### config.mk
export PLATFORM = sky130hd
export DESIGN_NAME = lcd_text_buffer
export DESIGN_NICKNAME = d
export VERILOG_FILES = /design/src/rtl/lcd_pkg.sv /design/src/rtl/lcd_cursor.sv /design/src/rtl/lcd_text_buffer.sv
export SDC_FILE = /design/constraint.sdc
export NUM_CORES = 1
export LEC_CHECK = 0
export CORE_ASPECT_RATIO = 2
export CORE_MARGIN = 2
export CORE_UTILIZATION = 54
export CTS_CLUSTER_SIZE = 25
export DETAILED_ROUTE_END_ITERATION = 10
export PLACE_DENSITY = 0.75
export SETUP_SLACK_MARGIN = 0.4
export SLEW_MARGIN = 10
export SYNTH_ARGS = -nofsm -noshare
export SYNTH_HDL_FRONTEND = slang
export SYNTH_SLANG_ARGS = --single-unit
### constraint.sdc
create_clock -name clk -period 2.6 [get_ports clk]
set_input_delay 0.26 -clock clk [delete_from_list [all_inputs] [get_ports clk]]
set_output_delay 0.26 -clock clk [all_outputs]
set_load 0.01 [all_outputs]
### src/rtl/lcd_pkg.sv
// Shared character constants, FSM state encodings and cell-index helper for the LCD text buffer.
package lcd_pkg;

    localparam logic [7:0] CH_SP = 8'h20;
    localparam logic [7:0] CH_LF = 8'h0A;

    localparam logic [1:0] S_IDLE   = 2'd0;
    localparam logic [1:0] S_CLEAR  = 2'd1;
    localparam logic [1:0] S_SCROLL = 2'd2;

    function automatic int cell_idx(input int row, input int col, input int cols);
        return row * cols + col;
    endfunction

endpackage

### src/rtl/lcd_cursor.sv
// Row/column cursor for the LCD text buffer: advance, newline, absolute load and home-to-last-row.
// last_cell / last_row tell the owner when the next move would wrap.
module lcd_cursor import lcd_pkg::*; #(
    parameter int COLS = 16,
    parameter int ROWS = 2,
    parameter int AW   = $clog2(ROWS * COLS)
) (
    input  logic          clk,
    input  logic          rst,
    input  logic          zero,
    input  logic          home_last,
    input  logic          load,
    input  logic [AW-1:0] load_addr,
    input  logic          adv,
    input  logic          nl,
    output logic [AW-1:0] cursor,
    output logic          last_cell,
    output logic          last_row
);
    localparam int N  = ROWS * COLS;
    localparam int RW = (ROWS > 1) ? $clog2(ROWS) : 1;
    localparam int CW = (COLS > 1) ? $clog2(COLS) : 1;

    logic [RW-1:0] row;
    logic [CW-1:0] col;
    logic [RW-1:0] row_inc;
    logic [RW-1:0] ld_row;
    logic [CW-1:0] ld_col;
    logic          ld_ok;
    logic          last_col;

    assign last_row  = (int'(row) == ROWS - 1);
    assign last_col  = (int'(col) == COLS - 1);
    assign last_cell = last_row && last_col;
    assign row_inc   = last_row ? '0 : row + RW'(1);

    // Out-of-range load targets park the cursor at cell 0.
    assign ld_ok  = (int'(load_addr) < N);
    assign ld_row = ld_ok ? RW'(int'(load_addr) / COLS) : '0;
    assign ld_col = ld_ok ? CW'(int'(load_addr) % COLS) : '0;

    always_ff @(posedge clk) begin
        if (rst || zero) begin
            row <= '0;
            col <= '0;
        end else if (home_last) begin
            row <= RW'(ROWS - 1);
            col <= '0;
        end else if (load) begin
            row <= ld_row;
            col <= ld_col;
        end else if (nl) begin
            row <= row_inc;
            col <= '0;
        end else if (adv) begin
            if (last_col) begin
                row <= row_inc;
                col <= '0;
            end else begin
                col <= col + CW'(1);
            end
        end
    end

    assign cursor = AW'(cell_idx(int'(row), int'(col), COLS));

endmodule

### src/rtl/lcd_text_buffer.sv
// ROWS x COLS character buffer between game logic and the LCD driver, with dirty flag and read port.
// Define LCD_SCROLL_EN to scroll up one row instead of wrapping the cursor from the last row to cell 0.
//
//   state    | meaning
//   S_IDLE   | accepting writes, puts, cursor loads and clear requests
//   S_CLEAR  | sweeping FILL_CHAR over every cell, one per cycle
//   S_SCROLL | sweeping rows up by one, refilling the last row
module lcd_text_buffer import lcd_pkg::*; #(
    parameter int         COLS      = 16,
    parameter int         ROWS      = 2,
    parameter logic [7:0] FILL_CHAR = CH_SP,
    localparam int        N         = ROWS * COLS,
    localparam int        AW        = $clog2(N)
) (
    input  logic          clk,
    input  logic          rst,
    input  logic          wr_en,
    input  logic [AW-1:0] wr_addr,
    input  logic [7:0]    wr_data,
    input  logic          put_en,
    input  logic [7:0]    put_char,
    input  logic          cur_set,
    input  logic [AW-1:0] cur_addr,
    input  logic          clr,
    output logic          busy,
    output logic [AW-1:0] cursor,
    input  logic [AW-1:0] rd_addr,
    output logic [7:0]    rd_data,
    output logic          dirty,
    input  logic          dirty_ack
);
    localparam logic [AW-1:0] LAST_IDX = AW'(N - 1);

    logic [1:0]    state;
    logic [AW-1:0] sweep_idx;
    logic [7:0]    mem [N];

    logic idle, do_clr, do_wr, do_cur, do_put;
    logic is_lf, put_wr, put_nl, wr_ok;
    logic go_scroll, sweep_end, home_last, dirty_set;
    logic last_cell, last_row;

    function automatic logic in_range(input logic [AW-1:0] a);
        return int'(a) < N;
    endfunction

    // Same-cycle priority: clr > wr_en > cur_set > put_en; everything is dropped while sweeping.
    assign idle   = (state == S_IDLE);
    assign busy   = !idle;
    assign do_clr = idle && clr;
    assign do_wr  = idle && !clr && wr_en;
    assign do_cur = idle && !clr && !wr_en && cur_set;
    assign do_put = idle && !clr && !wr_en && !cur_set && put_en;

    assign is_lf  = (put_char == CH_LF);
    assign put_wr = do_put && !is_lf;
    assign put_nl = do_put && is_lf;
    assign wr_ok  = do_wr && in_range(wr_addr);

    assign sweep_end = !idle && (sweep_idx == LAST_IDX);
    assign home_last = sweep_end && (state == S_SCROLL);
    assign dirty_set = wr_ok || put_wr || sweep_end;

`ifdef LCD_SCROLL_EN
    localparam logic [AW-1:0] COLS_OFS = AW'(COLS);
    assign go_scroll = (put_wr && last_cell) || (put_nl && last_row);
`else
    logic unused_flags;
    assign go_scroll    = 1'b0;
    assign unused_flags = last_cell | last_row;
`endif

    lcd_cursor #(
        .COLS (COLS),
        .ROWS (ROWS),
        .AW   (AW)
    ) u_cursor (
        .clk       (clk),
        .rst       (rst),
        .zero      (do_clr),
        .home_last (home_last),
        .load      (do_cur),
        .load_addr (cur_addr),
        .adv       (put_wr && !go_scroll),
        .nl        (put_nl && !go_scroll),
        .cursor    (cursor),
        .last_cell (last_cell),
        .last_row  (last_row)
    );

    always_ff @(posedge clk) begin
        if (rst) begin
            state     <= S_CLEAR;
            sweep_idx <= '0;
            dirty     <= 1'b0;
            rd_data   <= 8'h00;
        end else begin
            rd_data <= in_range(rd_addr) ? mem[rd_addr] : FILL_CHAR;

            if (dirty_set) begin
                dirty <= 1'b1;
            end else if (dirty_ack) begin
                dirty <= 1'b0;
            end

            case (state)
                S_IDLE: begin
                    if (do_clr) begin
                        state     <= S_CLEAR;
                        sweep_idx <= '0;
                    end else if (go_scroll) begin
                        state     <= S_SCROLL;
                        sweep_idx <= '0;
                    end
                end
                S_CLEAR, S_SCROLL: begin
                    if (sweep_idx == LAST_IDX) begin
                        state     <= S_IDLE;
                        sweep_idx <= '0;
                    end else begin
                        sweep_idx <= sweep_idx + AW'(1);
                    end
                end
                default: begin
                    state     <= S_IDLE;
                    sweep_idx <= '0;
                end
            endcase
        end
    end

    // Storage carries no reset; the post-reset clear sweep initialises it.
    always_ff @(posedge clk) begin
        if (!rst) begin
            if (state == S_CLEAR) begin
                mem[sweep_idx] <= FILL_CHAR;
`ifdef LCD_SCROLL_EN
            end else if (state == S_SCROLL) begin
                mem[sweep_idx] <= (int'(sweep_idx) < N - COLS) ? mem[sweep_idx + COLS_OFS] : FILL_CHAR;
`endif
            end else if (wr_ok) begin
                mem[wr_addr] <= wr_data;
            end else if (put_wr) begin
                mem[cursor] <= put_char;
            end
        end
    end

endmodule

; ---- Word-level counts from Yosys, hierarchy flattened
; Memories as Yosys holds them, arrays and structs flattened. A register that Yosys moved wholly into a read port is not among the register bits.
; Index checks and enable logic that the tools add are counted.
[op_classes]
n_addsub = 4
eq_ne = 7
mux = 36
n_reduce_logical = 30
[ops]
columns = operator, n
row1 = 2-to-1 mux 1 bit, 22
row2 = 2-to-1 mux 5 bit, 4
row3 = 2-to-1 mux 4 bit, 4
row4 = 2-to-1 mux 8 bit, 2
row5 = OR reduction 8 bit, 2
row6 = logical AND 1 bit, 11
row7 = case mux 5 bit (2 select lines), 1
row8 = equality test 8 x 4 -> 1 bit (second input constant), 1
row9 = nonzero test 4 bit, 2
row10 = adder 5 x 1 -> 5 bit (second input constant), 1
row11 = adder 5 x 4 -> 5 bit, 1
row12 = equality test 5 bit (second input constant), 1
row13 = logical NOT 1 bit, 5
row14 = adder 4 x 1 -> 4 bit (second input constant), 1
row15 = equality test 4 x 1 -> 1 bit (second input constant), 1
row16 = 2-to-1 mux 2 bit, 2
row17 = case mux 2 bit (2 select lines), 1
row18 = AND reduction 2 bit, 2
row19 = OR reduction 2 bit, 2
row20 = logical OR 1 bit, 3
row21 = nonzero test 3 bit, 1
row22 = equality test 2 x 1 -> 1 bit (second input constant), 1
row23 = equality test 2 bit (second input constant), 1
row24 = logical NOT 2 bit, 1
row25 = other kinds (4), 4
[totals]
inputBits = 38
wordCells = 83
out_inout_bits = 15
register_bits = 13
mem_count = 1
mem_bits_rw = 256
[memory_table]
columns = memory, depth, width, rd, rd_ports_with_merged_regs, wr, line_no
row1 = mem, 32, 8, 1, 1, 1, lcd_text_buffer.sv:36  ; logic [7:0] mem [N];

; ---- Longest topological paths before layout
[depth]
ltp_word = 13
mapped_depth = 7
ltp_nobuf = 6

; ---- Modules after synthesis
; A second synthesis with hierarchy kept.
[unflattened]
hier_cells = 586
area_unflattened_um2 = 11282.1
[by_module_without_submodules]
columns = mod, seq_area_each_um2, cells_each, instances, area_per_inst_um2
row1 = lcd_text_buffer, 7987.7, 549, 1, 10964.3
row2 = lcd_cursor, 100.1, 37, 1, 317.8

; ---- Least setup slack after synthesis
; OpenSTA, ideal clock, no wires.
[synth_timing]
path_type = reg2reg
from = reg state[0]
to = mem mem[16][0], enable pin
path_slack_ns = 0.025
n_path_buf = 1
required_ns = 2.230
stages_incl_launch_ff = 7
arrival_time_ns = 2.204
setup_ns = 0.370
period_less_slack_ns = 2.575
path_cell_list = dfxtp_1 > nor4b_4 > buf_2 > mux2_1 > mux2i_1 > nand4_1 > nor2_1
[synth_between]
elab_chain_len = 13
word_cells_on_any_way = 26
classes_between = eq/ne: 1 / mux: 16 / reduce/logical: 9
[synth_lines]
columns = item, line_no
row1 = from (decl), lcd_text_buffer.sv:34  ; logic [1:0] state;
row2 = from (signal assigned), lcd_text_buffer.sv:93  ; state <= S_CLEAR;
row3 = from (signal assigned), lcd_text_buffer.sv:109  ; state <= S_CLEAR;
row4 = from (signal assigned), lcd_text_buffer.sv:112  ; state <= S_SCROLL;
row5 = logical NOT 2 bit, lcd_text_buffer.sv:48  ; assign idle = (state == S_IDLE);
row6 = logical AND 1 bit, "lcd_text_buffer.sv:51, lcd_text_buffer.sv:53"
row7 = logical AND 1 bit (3 in a row), lcd_text_buffer.sv:53  ; assign do_put = idle && !clr && !wr_en && !cur_set && put_en;
row8 = logical AND 1 bit, lcd_text_buffer.sv:56  ; assign put_wr = do_put && !is_lf;
row9 = 2-to-1 mux 1 bit, lcd_text_buffer.sv:143  ; end else if (put_wr) begin
row10 = 2-to-1 mux 1 bit, lcd_text_buffer.sv:141  ; end else if (wr_ok) begin
row11 = 2-to-1 mux 1 bit, lcd_text_buffer.sv:135  ; if (state == S_CLEAR) begin
row12 = 2-to-1 mux 1 bit, lcd_text_buffer.sv:134  ; if (!rst) begin
row13 = 2-to-1 mux 1 bit (implied by the code), lcd_text_buffer.sv:144  ; mem[cursor] <= put_char;
row14 = OR reduction 8 bit (no source line), -
row15 = 2-to-1 mux 5 bit (no source line) / 2-to-1 mux 1 bit (equally long branches), -
row16 = to (decl), lcd_text_buffer.sv:36
; Parallel ways exist; a longest one is shown, timed or not.

; ---- Worst setup path after layout
[layout_timing]
from = reg state[0]
to = mem mem[13][3], enable pin
; The elaborated chain is that of the path after synthesis.

==> results.toml <==
[status]
status = "completed"

[route]
wl_met1_um = 8580
antenna_left = 0
routed.top_layer = "met4"
drtIter0Drc = 445
dr.pass1.iters = 5
vias_per_cell = 6.09
wl_um = 26000
wl_met3_um = 1160
vias = 6145
wl_per_cell_um = 25.7
wl_met2_um = 14700
drc = 0

[worst_setup_path]
rr_startpoint = "state[0]"
startpoint = "state[0]"
criticalPathCategory = "reg -> reg"
cp.required_ns = 2.79
crit_path_start_kind = "flop"
crit_path_end_kind = "flop"
cp_max_fo = 8
arrival_ns = 2.58

[clock_network]
h-tree-depth = 1
cts_sinks = 276
cts_buffers = 22
cts_tree = "built"
hold_buffers = 0
cts-root-buf = "clkbuf_16"
clk_latency_ns = 0.52
path_clk_slew_ns = 0.07
clockBufferDepth = 3

[place]
place_hpwl_um = 16100
portBuffers = 52
gp_congestion = 0.826
placed_area_sq_mm = 0.0127

[layout]
num_antenna_cells = 0
multi_input_area_sq_mm = 0.00324
fin_util = 0.701
fin_area_sq_mm = 0.0142
seq_area_sq_mm = 0.00809
fillers = 1153
drive_above_1_share = 0.367
fin_nets = 768
syn_to_final_growth_pct = 28.2

[power_and_ir_drop]
vdd_ir_drop_max_mv = 0.373
p_per_area_mw_per_mm2 = 613
power.total_uw = 8720
power.leakage_uw = 0.00444

[global_routing]
antenna_found_initial = 0
grt_pass1_vias = 6495
grt-ovfl-total = 0
grt_max_degree = 65
grt_pass1_wl_um = 38400
grtUsageTotal = 0.241

[timing]
fmax_mhz = 420
min_period_ns = 2.38
slew_headroom = 0.606
holdWs_ns = 0.309
tightest_slew_ns = 0.587
setup_violations = 0
post-route-period-util = 0.916
drv_slew = 0
hold_violations = 0
finClkSkew_ns = 0.0151
setup-tns-final_ns = 0
rsz0062_at_grt = "true"

[synth]
synthesis.area_sq_mm = 0.0111
yosys-top-cells-area = "edfxtp_1 69%, mux4_2 13%, dfxtp_1 3.6%"
ys_seq_area_frac = 0.729
synth_top_area_frac = 0.693
yosysTopAreaCell = "edfxtp_1"
synth_nets = 615
yosysWarningCount = 0
synthCells = 574
synth.distinct_cells = 46
synthArstFlopShare = 0
ys_ff_latch = 276
ys.flop_type = "edfxtp_1"
avgSynthCellArea_sq_um = 19.3
synth_commonest_cells = "256 x edfxtp_1, 64 x mux4_2, 52 x nor2_1"
synth-edff-count = 256
synth.most_common_cell = "edfxtp_1"

[flow_run]
drv_cap = 0

[worst_hold_path]
hp-class = "in -> reg"
holdCritStartpoint = "cur_addr[4]"

[die]
fp.dieArea_sq_mm = 0.0218
rows = 74
die_w_um = 105
start_util = 0.547
die_y_um = 207
core_sq_mm = 0.0203
ioPinCount = 53
==> final cells by class <==
type | instances | area share
Sequential cell | 276 | 0.569
Inverter | 6 | 0.00158
Timing Repair Buffer | 158 | 0.128
Multi-Input combinational cell | 263 | 0.228
Clock inverter | 12 | 0.00801
Clock buffer | 28 | 0.0418
Tap cell | 266 | 0.0234
==> worst paths after layout <==
path / endpoint / slack (ns) / cells past startpoint
setup / recovery: mem[13][3] / 0.22 / 8
hold / removal: u_cursor.last_row / 0.31 / 3
setup reg to reg: mem[13][3] / 0.22 / 8
hold reg to reg: dirty / 0.56 / 2
==> placed cells by master (no fill, tap or decap), types with 9 or more instances in the layout <==
master,n
a21oi_1,15
nor2_4,32
mux2_4,9
buf_4,47
buf_12,32
mux2i_1,22
clkbuf_16,23
nor2_1,20
mux4_2,64
clkdlybuf4s50_1,40
buf_6,25
edfxtp_1,256
dfxtp_1,19
==> registers in the layout, indices dropped and copies added, names as in the netlist <==
name	count
rd_data	8
dirty	1
state	1
sweep_idx	5
u_cursor.col	4
u_cursor.last_row	1
mem	256
==> power by group <==
part           switching (uW)  internal, uW  total [uW]
Combinational             286           290         576
Sequential               19.1          4820        4840
Clock                    1470          1830        3300
Total                    1780          6940        8720
==> worst max-delay path, stage by stage, from the launching register on <==
cell and delay [ns]:
dfxtp_4 0.36, nor4b_4 0.24, buf_4 0.18, mux2_4 0.33, mux2i_4 0.22, buf_6 0.14, nand4_1 0.13, buf_4 0.20
nor2_4 0.25
==> repair_timing <==
| action | in CTS | in global routing |
|---|---|---|
| cloned | 1 | 0 |
| buffers inserted | 28 | 9 |
| pin swaps | 31 | 24 |
| endpoints found under the setup margin | 480 | 256 |
| endpoints found under the hold margin | 0 | 0 |
| gates resized for setup | 87 | 13 |
==> per-stage QoR <==
step / setup slack (ns) / instances
finish: 0.220 / 1009
global route: 0.135 / 1009
CTS: 0.226 / 1000
detailed placement: -0.636 / 931
global placement: -0.550 / 931
floorplan: 0.0950 / 574
==> logic make-up after synthesis <==
family          count (synthesis)  synth area share
flops                         276             0.729
mux                           104             0.168
simple gates                   97            0.0458
compound gates                 57            0.0378
buf+inv                        35            0.0143
fa+ha+maj                       3           0.00338
xor+xnor                        2           0.00158
==> metal layers <==
metal  GRT usage  up-vias
li1            -     2662
met1       0.265     3135
met2       0.450      264
met3      0.0229       84
met4       0.138        0
met5           0        -
Power figures use the tool's default switching activity.
